File: src/rtl/regfile_wb_arbiter_pkg.sv
// Shared types and constants for the register-file writeback arbiter.
// Two writeback ports share one register-file write port.
package regfile_pkg;

  localparam int ADD_WIDTH  = 5;
  localparam int DATA_WIDTH = 32;
  localparam int NREG       = 2 ** ADD_WIDTH;

  localparam int WB_ALU  = 0;
  localparam int WB_LOAD = 1;

  typedef struct packed {
    logic                  valid;
    logic [ADD_WIDTH-1:0]  rd;
    logic [DATA_WIDTH-1:0] data;
  } wb_req_t;

endpackage

File: src/rtl/regfile_wb_arbiter_if.sv
// Writeback request channel: valid/rd/data from a requester,
// ready back from the arbiter.
interface regfile_wb_if #(
  parameter int ADD_WIDTH  = 5,
  parameter int DATA_WIDTH = 32
);

  logic                  valid;
  logic [ADD_WIDTH-1:0]  rd;
  logic [DATA_WIDTH-1:0] data;
  logic                  ready;

  modport master (
    output valid,
    output rd,
    output data,
    input  ready
  );

  modport slave (
    input  valid,
    input  rd,
    input  data,
    output ready
  );

endinterface

File: src/rtl/regfile_wb_arbiter_rr.sv
// Two-way round-robin grant; rr_last remembers the winner of the
// most recent contested cycle only.
module wb_rr_arb2
  import regfile_pkg::*;
(
  input  logic       clk,
  input  logic       rst,
  input  logic [1:0] req,
  output logic [1:0] gnt
);

  logic rr_last;

  always_comb begin
    gnt = '0;
    unique case (1'b1)
      (&req): begin
        gnt[WB_ALU]  = rr_last;
        gnt[WB_LOAD] = ~rr_last;
      end
      default: gnt = req;
    endcase
  end

  always_ff @(posedge clk) begin
    if (rst) begin
      rr_last <= 1'b1;
    end else if (&req) begin
      rr_last <= gnt[WB_LOAD];
    end
  end

endmodule

File: src/rtl/regfile_wb_arbiter.sv
// Writeback arbiter: registers the winning write into the register
// file and tracks pending destinations for RAW hazard checks.
module regfile_wb_arbiter
  import regfile_pkg::*;
#(
  parameter int ADD_WIDTH  = regfile_pkg::ADD_WIDTH,
  parameter int DATA_WIDTH = regfile_pkg::DATA_WIDTH
) (
  input  logic                    clk,
  input  logic                    rst,
  regfile_wb_if.slave             wb0,
  regfile_wb_if.slave             wb1,
  input  logic                    sb_set,
  input  logic [ADD_WIDTH-1:0]    sb_set_rd,
  input  logic [ADD_WIDTH-1:0]    chk_rs1,
  input  logic [ADD_WIDTH-1:0]    chk_rs2,
  output logic                    hazard,
  output logic [2**ADD_WIDTH-1:0] busy,
  output logic                    regwrite,
  output logic [ADD_WIDTH-1:0]    add_rd,
  output logic [DATA_WIDTH-1:0]   write_data
);

  localparam int NR = 2 ** ADD_WIDTH;

  logic [1:0]            gnt;
  logic                  xfer;
  logic [ADD_WIDTH-1:0]  win_rd;
  logic [DATA_WIDTH-1:0] win_data;
  logic                  do_write;
  logic [NR-1:0]         busy_q;
  logic [NR-1:0]         busy_n;
  logic [NR-1:0]         set_v;
  logic [NR-1:0]         clr_v;

  wb_rr_arb2 u_arb (
    .clk (clk),
    .rst (rst),
    .req ({wb1.valid, wb0.valid}),
    .gnt (gnt)
  );

  assign wb0.ready = gnt[WB_ALU];
  assign wb1.ready = gnt[WB_LOAD];
  assign xfer      = |gnt;

  assign win_rd   = gnt[WB_LOAD] ? wb1.rd : wb0.rd;
  assign win_data = gnt[WB_LOAD] ? wb1.data : wb0.data;
  // x0 writes complete the handshake but never reach the file
  assign do_write = xfer && (win_rd != '0);

  always_ff @(posedge clk) begin
    if (rst) begin
      regwrite   <= 1'b0;
      add_rd     <= '0;
      write_data <= '0;
    end else begin
      regwrite <= do_write;
      if (do_write) begin
        add_rd     <= win_rd;
        write_data <= win_data;
      end
    end
  end

  always_comb begin
    set_v = '0;
    clr_v = '0;
    if (sb_set) set_v[sb_set_rd] = 1'b1;
    if (regwrite) clr_v[add_rd] = 1'b1;
    // a newer producer issued this cycle outranks the retiring one
    busy_n    = (busy_q & ~clr_v) | set_v;
    busy_n[0] = 1'b0;
  end

  always_ff @(posedge clk) begin
    if (rst) begin
      busy_q <= '0;
    end else begin
      busy_q <= busy_n;
    end
  end

  assign busy   = busy_q;
  assign hazard = busy_q[chk_rs1] | busy_q[chk_rs2];

endmodule

File: src/flat_wrapper.sv
// flat-port wrapper written by rule: the top's interface ports become plain ports
module regfile_wb_arbiter_flat import regfile_pkg::*;
#(
  parameter int ADD_WIDTH  = regfile_pkg::ADD_WIDTH,
  parameter int DATA_WIDTH = regfile_pkg::DATA_WIDTH
)
  (clk, rst, sb_set, sb_set_rd, chk_rs1, chk_rs2, hazard, busy, regwrite, add_rd, write_data, wb0_valid, wb0_rd, wb0_data, wb0_ready, wb1_valid, wb1_rd, wb1_data, wb1_ready);
  regfile_wb_if #(.ADD_WIDTH(ADD_WIDTH), .DATA_WIDTH(DATA_WIDTH)) wb0_i ();
  regfile_wb_if #(.ADD_WIDTH(ADD_WIDTH), .DATA_WIDTH(DATA_WIDTH)) wb1_i ();
  input  logic clk;
  input  logic rst;
  input  logic sb_set;
  input  logic [ADD_WIDTH-1:0] sb_set_rd;
  input  logic [ADD_WIDTH-1:0] chk_rs1;
  input  logic [ADD_WIDTH-1:0] chk_rs2;
  output logic hazard;
  output logic [2**ADD_WIDTH-1:0] busy;
  output logic regwrite;
  output logic [ADD_WIDTH-1:0] add_rd;
  output logic [DATA_WIDTH-1:0] write_data;
  input wire logic [$bits(wb0_i.valid)-1:0] wb0_valid;
  input wire logic [$bits(wb0_i.rd)-1:0] wb0_rd;
  input wire logic [$bits(wb0_i.data)-1:0] wb0_data;
  output wire logic [$bits(wb0_i.ready)-1:0] wb0_ready;
  input wire logic [$bits(wb1_i.valid)-1:0] wb1_valid;
  input wire logic [$bits(wb1_i.rd)-1:0] wb1_rd;
  input wire logic [$bits(wb1_i.data)-1:0] wb1_data;
  output wire logic [$bits(wb1_i.ready)-1:0] wb1_ready;
  assign wb0_i.valid = wb0_valid;
  assign wb0_i.rd = wb0_rd;
  assign wb0_i.data = wb0_data;
  assign wb0_ready = wb0_i.ready;
  assign wb1_i.valid = wb1_valid;
  assign wb1_i.rd = wb1_rd;
  assign wb1_i.data = wb1_data;
  assign wb1_ready = wb1_i.ready;
  regfile_wb_arbiter #(.ADD_WIDTH(ADD_WIDTH), .DATA_WIDTH(DATA_WIDTH)) u_core (.clk(clk), .rst(rst), .wb0(wb0_i), .wb1(wb1_i), .sb_set(sb_set), .sb_set_rd(sb_set_rd), .chk_rs1(chk_rs1), .chk_rs2(chk_rs2), .hazard(hazard), .busy(busy), .regwrite(regwrite), .add_rd(add_rd), .write_data(write_data));
endmodule
File: config.mk
export PLATFORM = sky130hd
export DESIGN_NAME = regfile_wb_arbiter_flat
export DESIGN_NICKNAME = d
export VERILOG_FILES = /design/src/rtl/regfile_wb_arbiter_pkg.sv /design/src/rtl/regfile_wb_arbiter_if.sv /design/src/rtl/regfile_wb_arbiter_rr.sv /design/src/rtl/regfile_wb_arbiter.sv /design/src/flat_wrapper.sv
export SDC_FILE = /design/constraint.sdc
export NUM_CORES = 1
export LEC_CHECK = 0
export BUFFER_PORTS_ARGS = -buffer_cell sky130_fd_sc_hd__buf_2
export CORE_UTILIZATION = 48
export DETAILED_ROUTE_END_ITERATION = 8
export HOLD_SLACK_MARGIN = 0.12
export PLACE_DENSITY = 0.81
export SLEW_MARGIN = 40
export SYNTH_ARGS = -nofsm -noshare
export SYNTH_HDL_FRONTEND = slang
export SYNTH_SLANG_ARGS = --single-unit
File: constraint.sdc
create_clock -name clk -period 1.8 [get_ports clk]
set_input_delay 0.18 -clock clk [delete_from_list [all_inputs] [get_ports clk]]
set_output_delay 0.18 -clock clk [all_outputs]
set_load 0.01 [all_outputs]
==> impl_metrics.env <==
export IMPL_syn_area_per_cell_sq_um=9.61
export IMPL_via_per_inst=5.57
export IMPL_final_layout_size_suffix_gt1_frac=0.465
export IMPL_grt_ovfl_total=0
export IMPL_maxCapViolations=0
export IMPL_yosys_warnings=0
export IMPL_cts_sinks=70
export IMPL_mostFrequentLayoutCell="buf_2"
export IMPL_ys_seq_area_frac=0.375
export IMPL_synth_cell_type_count=38
export IMPL_io_pins=167
export IMPL_syn_nets=483
export IMPL_worstPathMaxFanout=4
export IMPL_finalCritPeriodShare=1.12
export IMPL_criticalPathCategory="reg -> out"
export IMPL_synth_area_sq_um=3740
export IMPL_route_met3_wl_um=801
export IMPL_cts_tree="yes"
export IMPL_io_buffers=165
export IMPL_yosys_register_bits=70
export IMPL_finish_net_count=645
export IMPL_tightest_slew_ns=0.639
export IMPL_mostFrequentLayoutCells="buf_2, dfxtp_1"
export IMPL_coreArea_sq_um=7410
export IMPL_drc_errors=0
export IMPL_critPathCaptureType="output port"
export IMPL_synthToLayoutAreaGrowth_pct=30.9
export IMPL_syn_inst=389
export IMPL_violations="setup timing"
export IMPL_hpwlAfterDp_um=7790
export IMPL_routed_wl_um=10300
export IMPL_gp_congestion=0.910
export IMPL_route_met2_wl_um=5020
export IMPL_fp_dieH_um=90.3
export IMPL_dieWidth_um=90.3
export IMPL_drt_iter0_drc=142
export IMPL_fin_crit_ns=2.02
export IMPL_clkLatencyLatePin_ns=0.33
export IMPL_num_rows=31
export IMPL_wl_per_cell_um=15.7
export IMPL_synth_largest_area_cell="dfxtp_1"
export IMPL_yosys_top_cells_area="dfxtp_1, a211oi_2, mux2i_1, mux4_2, a21oi_1"
export IMPL_startpoint_type="flip-flop"
export IMPL_synth_top_area_frac=0.375
export IMPL_topRoutingLayerUsed="met4"
export IMPL_leakagePower_nw=2.18
export IMPL_power_total_mw=3.74
export IMPL_first_pass_iters=5
export IMPL_clock_path_buffers=2
export IMPL_clkTransAtPathRegs_ns=0.08
export IMPL_initial_utilization=0.505
export IMPL_grt_pass1_vias=3628
export IMPL_hold_class="in -> reg"
export IMPL_antenna_found_initial=0
export IMPL_grt_pass1_wl_um=16600
export IMPL_critPathRequiredTime_ns=1.62
export IMPL_htreeDepth=3
export IMPL_setup_viol=1
export IMPL_vias=3641
export IMPL_finClkSkew_ns=0.00845
export IMPL_drv_slew=0
export IMPL_critPathLaunch="u_core.busy[18]"
export IMPL_wirelength_met1_um=4190
export IMPL_ant_nets=0
export IMPL_die_area_sq_um=8150
export IMPL_reg2reg_slack_ns=0.14
export IMPL_cts_hold_buf=0
export IMPL_cts_made_buffers=9
export IMPL_rsz0062_at_grt="yes"
export IMPL_irDropWorstVdd_mv=0.528
export IMPL_grt_total_usage=0.253
export IMPL_grt_max_degree=54
export IMPL_root_buffer="clkbuf_8"
export IMPL_n_antenna_cell=0
export IMPL_hold_start="wb0_rd[4]"
export IMPL_setup_ws_ns=-0.218
export IMPL_powerDensity_nw_per_um2=765
export IMPL_critPathArrivalTime_ns=1.84
export IMPL_fmax_mhz=496
export IMPL_reg2reg_from="u_core.u_arb.rr_last"
export IMPL_status="finished with violations"
export IMPL_hold_viol=0
export IMPL_finalCoreUtilization=0.661
export IMPL_slew_headroom=0.572
## state kept, by name, indices dropped and copies added (netlist names)
| signal | flops |
|---|---|
| u_core.add_rd | 5 |
| u_core.u_arb.rr_last | 1 |
| u_core.regwrite | 1 |
| u_core.busy | 31 |
| u_core.write_data | 32 |
## worst max-delay path, stage by stage (launching register included)
cell and delay, ns:
dfxtp_1 0.34, mux4_2 0.46, mux2_4 0.29, a31oi_1 0.17
o211ai_1 0.10, buf_2 0.14
## worst paths after layout
path	end	depth (start not counted)
setup / recovery	hazard	5
hold reg to reg	u_core.busy[29]	2
hold / removal	u_core.add_rd[4]	3
setup reg to reg	u_core.write_data[24]	7
## cells by family after synthesis
kind of cell    synth area share
other cells              0.00100
buf+inv                   0.0475
mux                        0.194
flops                      0.375
compound gates             0.242
simple gates               0.140
## layer usage
metal,track usage,vias to the layer above
met4,0.105,0
met1,0.296,1688
li1,-,1749
met3,0.0631,22
met2,0.440,182
met5,0,-
## area by class of cell
| type | instances | area [sq um] |
|---|---|---|
| fill | 599 | 2510 |
| sequential | 70 | 1410 |
| clock buffer | 10 | 138 |
| timing repair buffer | 179 | 981 |
| tap | 99 | 124 |
| multi-input combinational | 287 | 2170 |
| clock inverter | 5 | 50.0 |
| inverter | 4 | 15.0 |
## what timing repair did
action                                  4_1_cts  5_1_grt
setup buffers                                 1        0
cloned                                        0        0
endpoints found under the setup margin        1        1
resized for setup                             3        6
endpoints found under the hold margin         0        0
pin swaps                                     1        1
## metrics by stage
stage          std cells  hold slack (ns)  area [sq um]  setup TNS (ns)  worst slack (ns)
6_report             654            0.168          4890          -0.218            -0.218
5_1_grt              654            0.200          4890          -0.270            -0.270
4_1_cts              654            0.147          4880          -0.226            -0.226
3_5_place_dp         638            0.496          4680        -0.00407          -0.00407
3_3_place_gp         638            0.487          4680               0            0.0115
2_1_floorplan        389            0.366          3740               0             0.182
## report_power, final
part / internal (mW) / leakage (nW) / switching (mW)
registers: 1.65 / 0.579 / 0.0713
logic: 0.366 / 1.50 / 0.444
clock network: 0.660 / 0.102 / 0.553
total: 2.68 / 2.18 / 1.07
## cell usage after synthesis, drive strengths merged
master / instances
dfxtp: 70
nand2: 41
a21oi: 40
mux2i: 40
nor2: 40
a211oi: 35
o21ai: 31
buf: 15
clkbuf: 13
mux4: 13
nand3: 7
nor3b: 5
o211ai: 5
and3b: 4
inv: 4
and3: 3
mux2: 3
nand3b: 3
a32oi: 2
nand2b: 2
or3: 2
or4: 2
a21boi: 1
a22oi: 1
a31oi: 1
and2: 1
conb: 1
nor3: 1
o21bai: 1
o31a: 1
or3b: 1
Note: power is estimated with default switching activity, not from simulation.
